File: src/rtl/prio_q_sorted_pkg.sv
// Shared definitions for the sorted-register priority queue.
// Contents:
//   DW         - default total event width (key + payload)
//   DEF_KEY_W  - default sort-key width (event timestamp)
//   op_e       - operation code, encoded as {enq, deq}
package prio_q_sorted_pkg;

  localparam int DW        = 32;
  localparam int DEF_KEY_W = 16;

  // {enq, deq} decode; the queue logic works on the effective opcode after
  // the full/empty rules have been applied.
  typedef enum logic [1:0] {
    IDLE = 2'b00,
    DEQ  = 2'b01,
    ENQ  = 2'b10,
    REPL = 2'b11
  } op_e;

endpackage

File: src/rtl/prio_q_cell.sv
// One storage slot of the sorted priority queue.
// Ports:
//   CLK, rst_n      - clock, async active-low reset
//   i_flush         - synchronous clear of this slot
//   i_op            - effective operation (op_e encoding)
//   i_pos           - decoded insert position for this cycle
//   i_left_*        - contents of slot IDX-1 (zero for slot 0)
//   i_right_*       - contents of slot IDX+1 (zero for the last slot)
//   i_inp_*         - entry being inserted
//   o_key, o_data   - registered slot contents
//   o_le            - local compare: stored key <= incoming key
module prio_q_cell
  import prio_q_sorted_pkg::*;
#(
  parameter int KEY_W  = DEF_KEY_W,
  parameter int DATA_W = DW - DEF_KEY_W,
  parameter int CNT_W  = 6,
  parameter int IDX    = 0
) (
  input  logic              CLK,
  input  logic              rst_n,
  input  logic              i_flush,
  input  logic [1:0]        i_op,
  input  logic [CNT_W-1:0]  i_pos,
  input  logic [KEY_W-1:0]  i_left_key,
  input  logic [DATA_W-1:0] i_left_data,
  input  logic [KEY_W-1:0]  i_right_key,
  input  logic [DATA_W-1:0] i_right_data,
  input  logic [KEY_W-1:0]  i_inp_key,
  input  logic [DATA_W-1:0] i_inp_data,
  output logic [KEY_W-1:0]  o_key,
  output logic [DATA_W-1:0] o_data,
  output logic              o_le
);

  localparam logic [CNT_W-1:0] MY_IDX = CNT_W'(IDX);

  logic [KEY_W-1:0]  r_key;
  logic [DATA_W-1:0] r_data;
  logic [KEY_W-1:0]  w_key_nxt;
  logic [DATA_W-1:0] w_data_nxt;

  // Unsigned compare on key bits only; payload never takes part.
  assign o_le = (r_key <= i_inp_key);

  // Next-value mux: hold, take left neighbour (shift up on insert), take
  // right neighbour (shift down on remove) or load the incoming entry.
  // Because invalid slots always hold zero, shifting naturally keeps the
  // unused tail zeroed without any knowledge of the count here.
  always_comb begin
    w_key_nxt  = r_key;
    w_data_nxt = r_data;
    if (i_flush) begin
      w_key_nxt  = '0;
      w_data_nxt = '0;
    end else begin
      case (op_e'(i_op))
        ENQ: begin
          if (MY_IDX == i_pos) begin
            w_key_nxt  = i_inp_key;
            w_data_nxt = i_inp_data;
          end else if (MY_IDX > i_pos) begin
            w_key_nxt  = i_left_key;
            w_data_nxt = i_left_data;
          end
        end
        DEQ: begin
          w_key_nxt  = i_right_key;
          w_data_nxt = i_right_data;
        end
        REPL: begin
          // Head leaves; slots below the new entry's position close the gap.
          if (MY_IDX < i_pos) begin
            w_key_nxt  = i_right_key;
            w_data_nxt = i_right_data;
          end else if (MY_IDX == i_pos) begin
            w_key_nxt  = i_inp_key;
            w_data_nxt = i_inp_data;
          end
        end
        default: begin
        end
      endcase
    end
  end

  // Slot register.
  always_ff @(posedge CLK or negedge rst_n) begin
    if (!rst_n) begin
      r_key  <= '0;
      r_data <= '0;
    end else begin
      r_key  <= w_key_nxt;
      r_data <= w_data_nxt;
    end
  end

  assign o_key  = r_key;
  assign o_data = r_data;

endmodule

File: src/rtl/prio_q_sorted.sv
// Sorted-register priority queue: DEPTH slots kept in ascending key order,
// minimum-key entry always at the head. Equal keys leave in arrival order.
// Ports:
//   CLK, rst_n           - clock, async active-low reset
//   flush                - synchronous clear (overrides enq/deq)
//   enq, inp_key/data    - insert request and entry
//   deq                  - remove head; enq+deq together is a replace
//   out_key/data/valid   - head entry
//   full, empty, count   - occupancy
//   ovf_err, udf_err     - one-cycle error pulses
module prio_q_sorted
  import prio_q_sorted_pkg::*;
#(
  parameter int KEY_W  = DEF_KEY_W,
  parameter int DATA_W = DW - 16,
  parameter int DEPTH  = 32,
  parameter int CNT_W  = $clog2(DEPTH + 1)
) (
  input  logic              CLK,
  input  logic              rst_n,
  input  logic              flush,
  input  logic              enq,
  input  logic              deq,
  input  logic [KEY_W-1:0]  inp_key,
  input  logic [DATA_W-1:0] inp_data,
  output logic [KEY_W-1:0]  out_key,
  output logic [DATA_W-1:0] out_data,
  output logic              out_valid,
  output logic              full,
  output logic              empty,
  output logic [CNT_W-1:0]  count,
  output logic              ovf_err,
  output logic              udf_err
);

  logic [KEY_W-1:0]  w_key  [DEPTH];
  logic [DATA_W-1:0] w_data [DEPTH];
  logic [DEPTH-1:0]  w_le;
  logic [DEPTH-1:0]  w_le_v;
  logic [CNT_W-1:0]  w_p;
  logic [CNT_W-1:0]  w_pp;
  logic [CNT_W-1:0]  w_pos;
  logic [CNT_W-1:0]  w_count_nxt;
  op_e               w_op;
  logic              w_ovf;
  logic              w_udf;

  logic [CNT_W-1:0]  r_count;
  logic              r_valid;
  logic              r_full;
  logic              r_empty;
  logic              r_ovf;
  logic              r_udf;

  for (genvar g = 0; g < DEPTH; g++) begin : g_slot
    logic [KEY_W-1:0]  w_left_key;
    logic [DATA_W-1:0] w_left_data;
    logic [KEY_W-1:0]  w_right_key;
    logic [DATA_W-1:0] w_right_data;

    if (g == 0) begin : g_first
      assign w_left_key  = '0;
      assign w_left_data = '0;
    end else begin : g_inner_l
      assign w_left_key  = w_key[g-1];
      assign w_left_data = w_data[g-1];
    end

    if (g == DEPTH - 1) begin : g_last
      assign w_right_key  = '0;
      assign w_right_data = '0;
    end else begin : g_inner_r
      assign w_right_key  = w_key[g+1];
      assign w_right_data = w_data[g+1];
    end

    // Invalid slots hold zero and would always compare true; mask them.
    assign w_le_v[g] = w_le[g] && (CNT_W'(g) < r_count);

    prio_q_cell #(
      .KEY_W (KEY_W),
      .DATA_W(DATA_W),
      .CNT_W (CNT_W),
      .IDX   (g)
    ) u_cell (
      .CLK         (CLK),
      .rst_n       (rst_n),
      .i_flush     (flush),
      .i_op        (w_op),
      .i_pos       (w_pos),
      .i_left_key  (w_left_key),
      .i_left_data (w_left_data),
      .i_right_key (w_right_key),
      .i_right_data(w_right_data),
      .i_inp_key   (inp_key),
      .i_inp_data  (inp_data),
      .o_key       (w_key[g]),
      .o_data      (w_data[g]),
      .o_le        (w_le[g])
    );
  end

  // Insert positions: p counts all valid slots with key <= inp_key, p'
  // skips the head because a replace removes it first.
  always_comb begin
    w_p  = '0;
    w_pp = '0;
    for (int i = 0; i < DEPTH; i++) begin
      w_p = w_p + CNT_W'(w_le_v[i]);
      if (i >= 1) begin
        w_pp = w_pp + CNT_W'(w_le_v[i]);
      end
    end
  end

  // Operation decode: applies the full/empty rules to produce the
  // effective opcode, next count and error pulses. A replace on an empty
  // queue degrades to a plain insert at slot 0.
  always_comb begin
    w_op        = IDLE;
    w_pos       = w_p;
    w_count_nxt = r_count;
    w_ovf       = 1'b0;
    w_udf       = 1'b0;
    if (flush) begin
      w_count_nxt = '0;
    end else begin
      case (op_e'({enq, deq}))
        ENQ: begin
          if (r_full) begin
            w_ovf = 1'b1;
          end else begin
            w_op        = ENQ;
            w_count_nxt = r_count + CNT_W'(1);
          end
        end
        DEQ: begin
          if (r_empty) begin
            w_udf = 1'b1;
          end else begin
            w_op        = DEQ;
            w_count_nxt = r_count - CNT_W'(1);
          end
        end
        REPL: begin
          if (r_empty) begin
            w_udf       = 1'b1;
            w_op        = ENQ;
            w_count_nxt = CNT_W'(1);
          end else begin
            w_op  = REPL;
            w_pos = w_pp;
          end
        end
        default: begin
        end
      endcase
    end
  end

  // Occupancy flags are registered from the next count so every output
  // comes straight from a flop.
  always_ff @(posedge CLK or negedge rst_n) begin
    if (!rst_n) begin
      r_count <= '0;
      r_valid <= 1'b0;
      r_full  <= 1'b0;
      r_empty <= 1'b1;
      r_ovf   <= 1'b0;
      r_udf   <= 1'b0;
    end else begin
      r_count <= w_count_nxt;
      r_valid <= (w_count_nxt != '0);
      r_full  <= (w_count_nxt == CNT_W'(DEPTH));
      r_empty <= (w_count_nxt == '0);
      r_ovf   <= w_ovf;
      r_udf   <= w_udf;
    end
  end

  assign out_key   = w_key[0];
  assign out_data  = w_data[0];
  assign out_valid = r_valid;
  assign full      = r_full;
  assign empty     = r_empty;
  assign count     = r_count;
  assign ovf_err   = r_ovf;
  assign udf_err   = r_udf;

endmodule

File: config.mk
export PLATFORM = sky130hd
export DESIGN_NAME = prio_q_sorted
export DESIGN_NICKNAME = d
export VERILOG_FILES = /design/src/rtl/prio_q_sorted_pkg.sv /design/src/rtl/prio_q_cell.sv /design/src/rtl/prio_q_sorted.sv
export SDC_FILE = /design/constraint.sdc
export NUM_CORES = 2
export LEC_CHECK = 0
export CAP_MARGIN = 0
export CORE_UTILIZATION = 55
export CTS_CLUSTER_DIAMETER = 150
export CTS_CLUSTER_SIZE = 12
export DETAILED_ROUTE_END_ITERATION = 8
export PLACE_DENSITY_LB_ADDON = 0.25
export SLEW_MARGIN = 20
export SYNTH_ARGS = -nofsm -noshare
export SYNTH_HDL_FRONTEND = slang
export SYNTH_HIERARCHICAL = 1
export SYNTH_SLANG_ARGS = --single-unit
File: constraint.sdc
create_clock -name CLK -period 11.8 [get_ports CLK]
set_clock_uncertainty 0.05 [all_clocks]
set_input_delay 2.95 -clock CLK [delete_from_list [all_inputs] [get_ports CLK]]
set_output_delay 2.95 -clock CLK [all_outputs]
set_load 0.05 [all_outputs]
==> impl_metrics.py <==
metrics = {
    "global_route": {
        "overflow": 0,
        "grt_max_degree": 225,
        "antenna_found_initial": 4,
        "grt_pass1_vias": 78000,
        "grt_pass1_wl_mm": 464,
        "grt_usage_pct": 36.4,
    },
    "clocking": {
        "cts_setup_buffers": 0,
        "cts_tree": "yes",
        "clock_latency_ns": 0.76,
        "clockBufferDepth": 3,
        "numCtsBuffers": 96,
        "clk_pin_slew_ns": 0.07,
        "cts_root_buf": "clkbuf_16",
        "cts-hold-fix-buffers": 0,
        "cts_sinks": 1035,
        "htree_levels": 3,
    },
    "pwr": {
        "p_leak_nw": 47.8,
        "vdd_drop_max_uv": 846,
        "powerDensity_nw_per_um2": 329,
    },
    "sta": {
        "period_needed_ns": 11.45,
        "setup_violations": 0,
        "hold_violations": 0,
        "period_share_pct": 97.0,
        "fmax_mhz": 87.4,
        "max_slew_margin_pct": 28.9,
        "worst_slew_pin_slew_ns": 1.07,
        "drv_slew": 0,
        "rsz0062_at_grt": "false",
    },
    "synth": {
        "synth_compound_area_share_pct": 26.7,
        "syn_inst": 9194,
        "synth_top_area_share_pct": 29.9,
        "synth_area_um2": 86400,
        "synth_simple_gate_area_share_pct": 13.2,
        "synthFlopType": "dfrtp_1",
        "synth_top_family_by_area": "compound AO/OA/AOI/OAI gates",
        "synth_top_area_cell": "dfrtp_1",
        "yosys_warnings": 6,
        "syn-mean-instance-area_um2": 9.40,
        "synth_seq_cells": 1035,
        "synthAdderAreaFrac_pct": 8.80,
        "ys_types": 143,
        "synthTopCellsByArea": "dfrtp_1 30%, mux2i_1 12%, ha_1 7.7%",
        "synth-async-reset-ratio_pct": 100,
        "muxShareOfSynthArea_pct": 13.1,
        "synth_edf_count": 0,
        "synth.top_cells.by_count": "1,058 x mux2i_1, 1,034 x dfrtp_1, 712 x inv_1, 532 x ha_1, 528 x nand3_1",
        "synth_xor_area_share_pct": 0.110,
        "yosysMostFrequentCell": "mux2i_1",
        "yosysSeqAreaShare_pct": 30.0,
    },
    "routing": {
        "viasPerCell": 6.90,
        "first_pass_iters": 6,
        "drt_iter0_drc": 8917,
        "ant_nets": 0,
        "num_vias": 79600,
        "drc": 0,
        "routedWlPerCell_um": 25.5,
        "wirelength_mm": 294,
    },
    "finish": {
        "final_cells": 11500,
        "fillers": 13000,
        "nets": 10100,
        "finish.instance_area_um2": 97000,
        "layout-drive-gt1-share_pct": 14.1,
        "post-route-util_pct": 62.2,
        "area_growth_pct": 12.3,
    },
    "floorplanning": {
        "fp.dieH_um": 398,
        "start_util_pct": 55.4,
        "die_w_um": 398,
        "dieArea_um2": 159000,
        "placeableCoreArea_um2": 156000,
        "rows": 145,
        "ios": 80,
    },
    "critical_path": {
        "cp_slowest_stage_delay_ns": 0.63,
        "critical_path_arrival_ns": 12.03,
        "r2r_cells": 33,
        "cp-start-kind": "input pin",
        "cpMaxStageDelayCell": "or4_4",
        "critPathKind": "input pin to register",
        "cp.required_ns": 12.39,
        "path_max_fanout": 20,
        "end_kind": "register",
    },
    "hold_path": {
        "whs_path_depth": 1,
        "min_path_type": "register to register",
    },
    "placed_design": {
        "placed_cells": 11400,
        "io_buffers": 79,
        "dpl.hpwl_mm": 214,
        "placed_area_um2": 94400,
        "gp_congestion": 0.963,
    },
    "run": {
        "maxCapViolations": 0,
    },
    "run_status": {
        "status": "finished clean",
    },
}
-- metal layers --
layer,part of all wire [%],vias to the layer above,GRT usage (%)
met5,0.0095,-,0
met4,4.6,4,16.3
met3,8.7,647,5.54
met2,43,3915,54.5
met1,43,39400,51.7
li1,-,35700,-
-- registers in the layout (all words and copies together) (netlist names) --
signal / flops
full: 1
ovf_err: 1
empty: 1
udf_err: 1
g_slot.u_cell/o_key: 512
count: 6
out_valid: 1
g_slot.u_cell/o_data: 512
-- worst paths after layout --
check | from | end | slack [ns]
min reg2reg | g_slot[31].u_cell/o_data[13] | g_slot[31].u_cell/o_data[13] | 0.46
max | inp_key[15] | g_slot[16].u_cell/o_data[7] | 0.35
max in group asynchronous | rst_n | g_slot[18].u_cell/o_data[6] | 7.28
min in group asynchronous | rst_n | g_slot[0].u_cell/o_data[7] | 2.12
max reg2reg | g_slot[28].u_cell/o_key[9] | g_slot[10].u_cell/o_data[6] | 2.76
min | g_slot[31].u_cell/o_data[13] | g_slot[31].u_cell/o_data[13] | 0.46
-- area by class of cell --
class                   instances  area (um2)  area share, %
diodes                          1        2.50        0.00258
clock buffers                 105        2440           2.51
inverters                     721        2710           2.79
clock inverters                 8         143          0.147
multi-input cells            6688       53800           55.4
well taps                    2058        2570           2.65
flip-flops and latches       1035       25900           26.7
repair buffers                933        9450           9.75
-- critical path: cells and delay by family --
kind / cells / cell delay, ns
xor gates and xnor gates: 1 / 0.12
and+or+nand+nor: 6 / 1.81
adders and majority gates: 9 / 4.07
muxes: 1 / 0.34
buffers and inverters: 14 / 1.96
AOI/OAI and AO/OA: 5 / 0.70
-- per-stage QoR --
stage	hold WS (ns)	total power, mW	setup slack (ns)	setup TNS [ns]
final	0.458	31.9	0.354	0
after global routing	0.464	33.7	0.00650	0
after CTS	0.458	31.5	0.327	0
after detailed placement	0.444	28.5	-0.446	-239.41
after global placement	0.423	28.0	-0.284	-127.91
after floorplan	0.416	19.0	0.0252	0
-- where the power goes --
part | total (mW) | switching (mW) | leakage (nW) | internal (mW)
Sequential | 4.64 | 0.624 | 14.4 | 4.01
Clock | 2.95 | 1.49 | 1.26 | 1.46
Combinational | 24.3 | 14.3 | 32.2 | 10.0
Total | 31.9 | 16.4 | 47.8 | 15.5
-- layout by cell type, fill, tap and decap left out, types with 239 or more instances in the layout --
master       n
mux2i_1   1056
dfrtp_1   1034
inv_1      711
buf_4      670
ha_1       532
nand3_1    523
a22o_1     459
and3_1     384
a21oi_1    376
nand2_1    332
o21ai_0    293
a211oi_1   287
nor2_1     241
a32o_1     239
-- cells by family (layout without fill, tap and decap cells) --
group,count (synthesis),after routing
adder cells (fa/ha/maj),580,580
buffers and inverters,1502,1767
multiplexers,1116,1116
flip-flops,1035,1035
other,1,33
AND/OR/NAND/NOR,2064,2064
XOR/XNOR,10,10
AO/OA/AOI/OAI,2886,2886
-- what timing repair did --
item / CTS / global route
gates resized for setup: 0 / 5
setup endpoints to repair: 0 / 383
endpoints found under the hold margin: 0 / 0
No activity file was read; power rests on OpenSTA's default activity.
